===== src/rtl/fetch_pkg.sv =====
// Shared types and constants for the instruction-fetch stage.
// Optional misaligned-redirect trap is selected with FETCH_MISALIGN_TRAP_EN.
package fetch_pkg;

  localparam int          DEFAULT_PC_W = 32;
  localparam int          INSTR_BYTES  = 4;
  localparam logic [31:0] NOP          = 32'h0000_0000;

  typedef enum logic [2:0] {
    REQ,
    WAIT,
    HOLD,
    DRAIN,
    FAULT
  } fetch_state_e;

endpackage


===== src/rtl/fetch_unit.sv =====
// Instruction-fetch stage: PC register, single-outstanding imem request FSM, decoder handoff.
// Define FETCH_MISALIGN_TRAP_EN to trap on misaligned redirect targets instead of aligning them.
module fetch_unit
  import fetch_pkg::*;
#(
  parameter int              PC_W     = DEFAULT_PC_W,
  parameter logic [PC_W-1:0] RESET_PC = '0
) (
  input  logic            clk,
  input  logic            reset,
  output logic            imem_req,
  output logic [PC_W-1:0] imem_addr,
  input  logic            imem_ready,
  input  logic            imem_rvalid,
  input  logic [31:0]     imem_rdata,
  output logic [31:0]     instruct,
  output logic [PC_W-1:0] pc_out,
  output logic            instr_valid,
  input  logic            instr_ready,
  input  logic            redirect_valid,
  input  logic [PC_W-1:0] redirect_pc,
  output logic            fetch_fault
);

  fetch_state_e    state;
  logic [PC_W-1:0] pc;
  logic [PC_W-1:0] redirect_tgt;
  logic            misaligned;

`ifdef FETCH_MISALIGN_TRAP_EN
  assign redirect_tgt = redirect_pc;
  assign misaligned   = |redirect_pc[1:0];
`else
  assign redirect_tgt = redirect_pc & ~PC_W'(INSTR_BYTES - 1);
  assign misaligned   = 1'b0;
`endif

  assign imem_req  = (state == REQ) && !reset;
  assign imem_addr = pc;

  // A response landing in DRAIN during a redirect still retires the old request,
  // otherwise the FSM would wait forever for a response that never comes.
  always_ff @(posedge clk) begin
    if (reset) begin
      state       <= REQ;
      pc          <= RESET_PC;
      instruct    <= NOP;
      pc_out      <= '0;
      instr_valid <= 1'b0;
      fetch_fault <= 1'b0;
    end else if (state == FAULT) begin
      instr_valid <= 1'b0;
      fetch_fault <= 1'b1;
    end else if (redirect_valid) begin
      pc          <= redirect_tgt;
      instr_valid <= 1'b0;
      if (misaligned) begin
        state       <= FAULT;
        fetch_fault <= 1'b1;
      end else begin
        case (state)
          REQ:     state <= imem_ready ? DRAIN : REQ;
          WAIT:    state <= imem_rvalid ? REQ : DRAIN;
          DRAIN:   state <= imem_rvalid ? REQ : DRAIN;
          default: state <= REQ;
        endcase
      end
    end else begin
      case (state)
        REQ: begin
          if (imem_ready) state <= WAIT;
        end
        WAIT: begin
          if (imem_rvalid) begin
            instruct    <= imem_rdata;
            pc_out      <= pc;
            instr_valid <= 1'b1;
            pc          <= pc + PC_W'(INSTR_BYTES);
            state       <= HOLD;
          end
        end
        HOLD: begin
          if (instr_ready) begin
            instr_valid <= 1'b0;
            state       <= REQ;
          end
        end
        DRAIN: begin
          if (imem_rvalid) state <= REQ;
        end
        default: state <= REQ;
      endcase
    end
  end

endmodule


===== config.mk =====
export PLATFORM = sky130hd
export DESIGN_NAME = fetch_unit
export DESIGN_NICKNAME = d
export VERILOG_FILES = /design/src/rtl/fetch_pkg.sv /design/src/rtl/fetch_unit.sv
export SDC_FILE = /design/constraint.sdc
export NUM_CORES = 1
export LEC_CHECK = 0
export ABC_AREA = 1
export BUFFER_PORTS_ARGS = -buffer_cell sky130_fd_sc_hd__buf_2
export CORE_MARGIN = 2
export CORE_UTILIZATION = 30
export CTS_CLUSTER_DIAMETER = 40
export CTS_CLUSTER_SIZE = 14
export DETAILED_ROUTE_END_ITERATION = 8
export GPL_TIMING_DRIVEN = 0
export SLEW_MARGIN = 20
export SYNTH_ARGS = -nofsm -noshare
export SYNTH_HDL_FRONTEND = slang
export SYNTH_SLANG_ARGS = --single-unit

===== constraint.sdc =====
create_clock -name clk -period 1.4 [get_ports clk]
set_input_delay 0.28 -clock clk [delete_from_list [all_inputs] [get_ports clk]]
set_output_delay 0.28 -clock clk [all_outputs]
set_load 0.1 [all_outputs]

==> metrics.txt, run 1 <==
synthesized flop and latch total 95; Final Cycle Share 1.10; worst r2r dst imem_addr[22]$_SDFFE_PP0P_; synthesized instance count 616; root cell of the clock tree clkbuf_16; top-count cell post-synth nor2_1; most frequent cells after synthesis 150 x nor2_1, 111 x nand2_1, 95 x dfxtp_1, 57 x o21ai_0, 42 x a21oi_1; failing checks setup timing; final setup violating endpoints 28; worst r2r src imem_addr[3]$_SDFFE_PP0P_; Post-Syn Area 4290 um2; cts hold-fix bufs 0; CP required 1.12 ns; pin count of the biggest net entering global routing 16; PD cells 1070 nW/um2; GP Congestion 0.886; H-tree levels 3; critical path type input pin to primary output; RSZ-0062 raised after global routing true; Hold Crit Depth 3; Max Fanout on Critical Path 10; Final Hold Viols 0; gr ovfl total 0; hold path start imem_rdata[0]; vias per cell 4.69; fill count 1395; DRT Pass-1 Iters 5; # DRC 0; dpl ws -0.295 ns; status complete, but fails checks; Initial Util 0.308; Worst-Margin Slew 0.611 ns; final net count 903; met3 WL 972 um; vias in the first global route 4373; Syn-to-layout area delta 64.7%; Syn. warnings 0; TritonCTS clock tree yes; area of the core 13900 um2; minimum clock period after layout 1.54 ns; I/O Pins 169; GRT Util Overall 0.196; register area share after synthesis 0.444; setup ws final -0.137 ns; layout cells sized above 1 0.471; Synth async-reset ratio 0; Die H 124 um; Buffers on Ports 160; average routed wire per standard cell 15.4 um; clock slew at reported path FFs 0.07 ns; final wirelength 15600 um; post-synth top area cell dfxtp_1; clock skew 0.00919 ns; Final Slew Violations 0; first-pass GRT wire length 22700 um; Rel. slew slack 0.593; critical path arrival 1.26 ns; largest cells by area after synthesis dfxtp_1 44%, nor2_1 13%, nand2_1 9.7%; synthesized area per cell 6.96 um2; reg-to-reg slack, setup -0.12 ns; number of enable flip-flop cells after synthesis 0; maximum capacitance violations 0; clk_lat worst skew 0.35 ns; main flop type after synthesis dfxtp_1; hold endpoint instruct[0]$_SDFFE_PP0P_; worst vdd ir 0.737 mV; fin util 0.507; Antenna Nets Post-Route 0; Initial DRC Count 327; Reg2Reg Depth 10; Hold Crit Class input pin to register; WL met1 7100 um; WL met2 7450 um; FMAX 0.651 GHz; initial antenna violation count 0; CP startpoint kind input pin; leakage 3.00 nW; Std-Cell Rows 43; Die X 124 um; critical path capture point type primary output; # diodes 0; Top Metal Used met4; Die ar. 15300 um2; post-synth top area share 0.444; DP HPWL 10900 um; cts bufs inserted 9; Fin Setup TNS -1.32 ns; Cell variety after synth 31; clk buf depth 2; WHS 0.136 ns; Sink Count 95; via count 4770
## routing by layer
metal,up-vias,global-route usage
met2,141,0.315
met3,8,0.0494
li1,2416,-
met4,0,0.0476
met1,2205,0.262
met5,-,0
## sequential cells by signal (all words and copies together), names as in the netlist
name,cells
instruct,32
imem_addr,30
pc_out,30
state,2
instr_valid,1
## placed cells by master (no fill, tap or decap), drive strengths merged
cell | netlist | layout
inv | 28 | 29
dfxtp | 95 | 95
nand4 | 2 | 2
nor2 | 166 | 166
clkinv | 1 | 1
a31oi | 1 | 1
a22oi | 6 | 6
conb | 1 | 5
a211oi | 1 | 1
nand2 | 114 | 114
clkbuf | 19 | 71
nand3 | 35 | 35
xor2 | 6 | 6
and2 | 1 | 1
a21oi | 42 | 42
xnor2 | 4 | 4
ha | 1 | 1
buf | 18 | 180
o22ai | 1 | 1
clkinvlp | 0 | 2
o21ai | 64 | 64
nor3 | 10 | 10
## critical path, stage by stage
cell and delay (ns):
clkbuf_1 0.37, clkbuf_2 0.36, nor2_4 0.08, buf_12 0.17
## per-stage QoR
| stage | power (mW) | area [um2] | instances |
|---|---|---|---|
| 6_report | 7.55 | 7060 | 1017 |
| 3_3_place_gp | 4.74 | 5510 | 960 |
| 5_1_grt | 7.81 | 7060 | 1017 |
| 4_1_cts | 7.38 | 6160 | 990 |
| 2_1_floorplan | 4.36 | 4490 | 620 |
| 3_5_place_dp | 4.74 | 5510 | 960 |
## worst max path at each step
| stage | start | to | slack [ns] |
|---|---|---|---|
| finish | reset | imem_req | -0.14 |
| global placement | reset | imem_addr[26]$_SDFFE_PP0P_ | -0.32 |
| detailed placement | reset | imem_addr[21]$_SDFFE_PP0P_ | -0.29 |
| floorplan | imem_addr[3]$_SDFFE_PP0P_ | imem_addr[20]$_SDFFE_PP0P_ | -0.17 |
| CTS | imem_addr[2]$_SDFFE_PP0P_ | imem_addr[22]$_SDFFE_PP0P_ | -0.07 |
| global route | imem_addr[3]$_SDFFE_PP0P_ | imem_addr[22]$_SDFFE_PP0P_ | -0.20 |
## cell families after synthesis
kind of cell	count (synthesis)	synth area share
flip-flops	95	0.444
adder cells (fa/ha/maj)	1	0.00292
other	1	0.000875
AO/OA/AOI/OAI	115	0.139
AND/OR/NAND/NOR	328	0.323
XOR/XNOR	10	0.0204
buffers and inverters	66	0.0701
## where the power goes
part	internal, mW	switching (mW)	total, mW
Combinational	0.537	1.49	2.02
Sequential	2.83	0.153	2.98
Clock	1.46	1.08	2.55
## timing repair
| action | 4_1_cts | 5_1_grt |
|---|---|---|
| endpoints found under the setup margin | 139 | 124 |
| resized for setup | 82 | 225 |
| pin swaps | 16 | 56 |
| setup buffers | 14 | 19 |
| cloned | 0 | 8 |
## final cells by class
type / count / area (um2) / area share
Timing Repair Buffer: 201 / 1540 / 0.218
Clock inverter: 3 / 20.0 / 0.00284
Sequential cell: 95 / 2010 / 0.285
Multi-Input combinational cell: 459 / 2520 / 0.356
Buffer: 37 / 333 / 0.0471
Tap cell: 180 / 225 / 0.0319
Clock buffer: 13 / 292 / 0.0413
Inverter: 29 / 123 / 0.0174
(Power assumes the default switching activity.)
==> run 2, diff against run 1 <==
Settings changed: REMOVE_ABC_BUFFERS set to 1.
==> run 2 against run 1 <==
  * The run still ends with setup timing left
  * Power is 2.6% higher
  * First-iteration DRC count is 22% lower
  * Critical path depth rose by 5
  * Via count decreased by 0.82%
==> metrics.txt, run 2 (synthesis gave the netlist of run 1 again) <==
status complete, but fails checks; failing checks setup timing; clock share of power 0.351; GP Congestion 0.802; Initial Util 0.308; Switch Pwr 2.71 mW; cts bufs inserted 9; clk_lat worst skew 0.35 ns; max reg flops 32; Worst-Margin Slew 0.529 ns; Post-Place Cells 927; Sequential Power Share 0.384; clock skew 0.00652 ns; Syn-to-layout area delta 64.7%; critical path type register to register; worst path bufs/invs 2; CP required 1.68 ns; layout cells sized above 1 0.457; average routed wire per standard cell 15.5 um; Critical Path Slowest Stage Cell dfxtp_4; vias per cell 4.75; Antenna Nets Post-Route 0; DRT Pass-1 Iters 4; worst r2r src imem_addr[3]$_SDFFE_PP0P_; Die X 124 um; critical path, cell by cell ha_4, nand2_4, nor2_4, nand2_4, nor2_4, buf_6, buf_6, a22oi_2, a21oi_1; Hold Crit Class input pin to register; Final Slew Violations 0; reg-to-reg slack, setup -0.12 ns; Die ar. 15300 um2; H-tree levels 3; PD cells 1100 nW/um2; largest reg by FF count instruct; worst r2r dst imem_addr[16]$_SDFFE_PP0P_; pin count of the biggest net entering global routing 55; Reg2Reg Depth 9; Rel. slew slack 0.647; CP startpoint kind register; via count 4731; Pwr Total 7.75 mW; WHS 0.151 ns; maximum capacitance violations 0; Comb power frac 0.266; Final Hold Viols 0; Non-Filler Instances 997; Buffers on Ports 161; initial antenna violation count 2; clock slew at reported path FFs 0.06 ns; DP HPWL 9090 um; leakage 2.94 nW; critical path arrival 1.79 ns; Worst Setup SP imem_addr[3]$_SDFFE_PP0P_; switching part of the total 0.350; Final Cycle Share 1.08; critical path capture point type register; CP endpoint imem_addr[16]$_SDFFE_PP0P_; vias in the first global route 4407; final wirelength 15400 um; # DRC 0; number of stages on the worst setup path 9; GRT Util Overall 0.207; root cell of the clock tree clkbuf_16; minimum clock period after layout 1.52 ns; FMAX 0.659 GHz; Pint 5.03 mW; I/O Pins 169; gr ovfl total 0; TritonCTS clock tree yes; final net count 883; Std-Cell Rows 43; RSZ-0062 raised after global routing true; area of the core 13900 um2; Initial DRC Count 255; CP delay by family, top simple AND/OR/NAND/NOR gates; worst vdd ir 0.518 mV; setup ws final -0.118 ns; leading cell types in the layout, fill and taps excluded 97 x nand2_1, 90 x buf_4, 89 x nor2_1, 69 x buf_2, 67 x dfxtp_1; Sink Count 95; # diodes 0; clk buf depth 2; Die H 124 um; crit-path max cell delay 0.38 ns; final setup violating endpoints 46; Max Fanout on Critical Path 4; first-pass GRT wire length 23600 um; most common cell after layout, fill and taps aside nand2_1
## run 2: changes by cell type in the layout (fill, tap and decap cells not counted), moves of 7 or more
cell | before | now
buf_4 | 75 | 90
buf_8 | 9 | 1
clkbuf_1 | 11 | 2
clkbuf_16 | 17 | 9
clkbuf_4 | 38 | 25
dfxtp_2 | 4 | 11
dfxtp_4 | 28 | 17
nand2_1 | 90 | 97
nand2_2 | 18 | 11
nor2_1 | 121 | 89
nor2_4 | 20 | 51
o21ai_0 | 25 | 56
o21ai_1 | 15 | 7
o21ai_2 | 24 | 1
## run 2: worst min-delay path by stage
stage | from | to | slack [ns] | depth (start not counted)
2_1_floorplan | reset | imem_addr[13]$_SDFFE_PP0P_ | 0.35 | 1
3_5_place_dp | pc_out[21]$_SDFFE_PP0P_ | pc_out[21]$_SDFFE_PP0P_ | 0.45 | 2
4_1_cts | imem_rdata[27] | instruct[27]$_SDFFE_PP0P_ | 0.14 | 3
6_report | imem_rdata[31] | instruct[31]$_SDFFE_PP0P_ | 0.15 | 3
3_3_place_gp | pc_out[20]$_SDFFE_PP0P_ | pc_out[20]$_SDFFE_PP0P_ | 0.45 | 2
5_1_grt | imem_rdata[22] | instruct[22]$_SDFFE_PP0P_ | 0.15 | 3
## run 2: area by class of cell
class	instances	area (um2)
clock buffer	13	260
tap	180	225
multi-input combinational	460	2610
timing repair inverter	6	100
timing repair buffer	211	1660
inverter	29	156
sequential	95	1980
fill	1360	6880
clock inverter	3	65.1
## run 2: layer usage
metal  GRT usage  vias up  wire (um)
li1            -     2391          -
met3      0.0567       23       1170
met1       0.261     2157       6760
met5           0        -         25
met4      0.0753        4        306
met2       0.337      156       7150
## run 2: metrics by stage
| step | area (um2) | setup WS, ns | setup TNS [ns] | utilization |
|---|---|---|---|---|
| after floorplan | 4110 | -1.58 | -109.58 | - |
| after global placement | 5140 | -3.52 | -251.47 | 0.369 |
| after detailed placement | 5210 | -1.13 | -67.65 | 0.374 |
| after CTS | 6600 | -0.112 | -2.68 | 0.474 |
| after global routing | 7060 | -0.212 | -6.67 | 0.507 |
| final | 7060 | -0.118 | -2.05 | 0.507 |
## run 2: what timing repair did
item / 4_1_cts / 5_1_grt
buffers inserted: 27 / 19
cloned: 9 / 0
resized for setup: 247 / 85
pin swaps: 33 / 31
setup endpoints to repair: 153 / 104
hold buffers: 0 / 0
## run 2: worst register-to-register path: stages, from the launching register on
cell,delay (ns)
dfxtp_4,0.38
ha_4,0.15
nand2_4,0.05
nor2_4,0.17
nand2_4,0.10
nor2_4,0.19
buf_6,0.13
buf_6,0.08
a22oi_2,0.04
a21oi_1,0.14
## run 2: power groups by stage
stage | Clock [mW] | Combinational [mW] | Sequential [mW]
5_1_grt | 2.91 | 2.16 | 2.99
3_5_place_dp | 0 | 1.67 | 3.02
6_report | 2.72 | 2.06 | 2.97
2_1_floorplan | 0 | 0.400 | 3.90
4_1_cts | 2.79 | 1.95 | 2.97
3_3_place_gp | 0 | 1.65 | 3.02
==> run 3, diff against run 2 <==
Settings changed: CORE_UTILIZATION 30 to 44, PLACE_DENSITY set to 0.76.
==> run 3 against run 2 <==
  * The flow still finishes with violations (setup timing)
  * Via count increased by 5.3%
  * Non-clock buffer count up 6
  * Clock skew grew 0.0085 ns
  * Fmax fell by 1.1%
  * Flip-flop and latch count stayed put
  * Die area is 31% lower
  * Combinational power up 3%
  * Sequential power hardly changed
  * Register-to-register slack worse by 0.02 ns
  * Utilization rose by 23 points
  * Critical path depth unchanged
  * Clock-buffer cell count shrank 1
  * Critical endpoint is now instruct[29]$_SDFFE_PP0P_
==> metrics.txt, run 3 (synthesis gave the netlist of run 1 again) <==
worst r2r src state[1]$_SDFFE_PP0P_; most common cell after layout, fill and taps aside buf_4; area of the core 9590 um2; H-tree levels 3; average routed wire per standard cell 16.5 um; Max Fanout on Critical Path 8; Std-Cell Rows 36; Final Hold Viols 0; Comb power frac 0.309; Die H 103 um; Final Slew Violations 0; switching part of the total 0.394; Antenna Nets Post-Route 0; minimum clock period after layout 1.53 ns; Initial DRC Count 256; root cell of the clock tree clkbuf_8; final wirelength 15800 um; Hold Crit Class input pin to register; setup ws final -0.135 ns; leading cell types in the layout, fill and taps excluded 117 x buf_4, 93 x nand2_1, 86 x nor2_1, 67 x dfxtp_1, 65 x buf_2; final net count 890; clk_lat worst skew 0.38 ns; Reg2Reg Depth 9; layout cells sized above 1 0.484; clock skew 0.0150 ns; final setup violating endpoints 60; area of the multi-input gates 2730 um2; DP HPWL 8500 um; failing checks setup timing; FMAX 0.652 GHz; Pint 4.14 mW; PD cells 966 nW/um2; TritonCTS clock tree yes; Hold Crit Depth 3; CP startpoint kind register; Sink Count 95; critical path arrival 1.81 ns; Syn-to-layout area delta 65.2%; Switch Pwr 2.70 mW; maximum capacitance violations 0; fill count 717; first-pass GRT wire length 23400 um; Die X 103 um; I/O Pins 169; pin count of the biggest net entering global routing 65; gr ovfl total 0; initial antenna violation count 0; critical path capture point type register; via count 4980; vias per cell 5.20; # DRC 0; Non-Filler Instances 957; Register Area 1980 um2; reg-to-reg slack, setup -0.13 ns; cts hold-fix bufs 0; clock slew at reported path FFs 0.09 ns; cts bufs inserted 9; clk buf depth 2; Final Cycle Share 1.10; worst vdd ir 0.759 mV; Post-Place Cells 879; CP required 1.67 ns; Die ar. 10500 um2; # diodes 0; DRT Pass-1 Iters 5; hold path start imem_rdata[24]; Worst Setup SP state[1]$_SDFFE_PP0P_; vias in the first global route 4717; fin util 0.738; leakage 2.95 nW; RSZ-0062 raised after global routing true; status complete, but fails checks; GRT Util Overall 0.288; max reg flops 32; GP Congestion 0.915; clock share of power 0.254; Buffers on Ports 161; largest reg by FF count instruct; Sequential Power Share 0.437; Initial Util 0.447; critical path type register to register
-- run 3: cell types whose count changed in the layout (fill, tap and decap cells not counted), sizes merged --
cell      previous run  this run
buf                185       214
clkbuf              38        14
bufinv               2         0
clkinvlp             0         2
inv                 32        34
clkinv               4         3
nor2               167       168
-- run 3: final timing paths --
path / endpoint
worst min register to register: pc_out[19]$_SDFFE_PP0P_
worst max register to register: instruct[29]$_SDFFE_PP0P_
worst min-delay path: instruct[24]$_SDFFE_PP0P_
worst max-delay path: instruct[29]$_SDFFE_PP0P_
-- run 3: routing by layer --
| layer | vias up | global-route usage | share of wire |
|---|---|---|---|
| li1 | 2392 | - | - |
| met1 | 2343 | 0.349 | 0.40 |
| met2 | 204 | 0.487 | 0.50 |
| met3 | 41 | 0.0651 | 0.070 |
| met4 | 0 | 0.132 | 0.030 |
| met5 | - | 0 | 0 |
-- run 3: stage by stage --
stage          hold WS, ns  instance area (um2)  power (mW)  setup WS (ns)  TNS, ns
2_1_floorplan        0.349                 4110        4.30          -1.58  -109.58
3_3_place_gp         0.445                 5080        4.64          -3.02  -216.03
3_5_place_dp         0.453                 5150        4.67          -1.12   -79.69
4_1_cts              0.122                 6620        6.72         -0.106    -2.58
5_1_grt              0.122                 7080        7.08         -0.211    -7.20
6_report             0.124                 7080        6.84         -0.135    -3.95
-- run 3: area by class of cell --
type                    count  area share
clock buffers              12      0.0219
clock inverters             4     0.00406
inverters                  29      0.0233
multi-input cells         461       0.386
flip-flops and latches     95       0.279
well taps                 133      0.0235
repair buffers            217       0.248
repair inverters            6      0.0147
-- run 3: power by group through the flow --
stage	clock network, mW	registers (mW)	logic, mW
after global placement	0	3.01	1.63
after floorplan	0	3.90	0.400
final	1.74	2.99	2.12
after detailed placement	0	3.01	1.66
after CTS	1.76	2.97	1.99
after global routing	1.87	3.00	2.21
-- run 3: critical path, stage by stage, from the launching register on --
cell and delay (ns):
dfxtp_2 0.34, inv_4 0.09, nand3_4 0.10, nor2_4 0.13, clkbuf_16 0.16, buf_16 0.18
buf_16 0.21, inv_8 0.07, nor2_2 0.10, nor2_1 0.06
-- run 3: repair_timing --
| item | 4_1_cts | 5_1_grt |
|---|---|---|
| pin swaps | 37 | 35 |
| setup endpoints to repair | 187 | 82 |
| resized for setup | 275 | 117 |
| setup buffers | 37 | 14 |
| gates cloned | 12 | 0 |
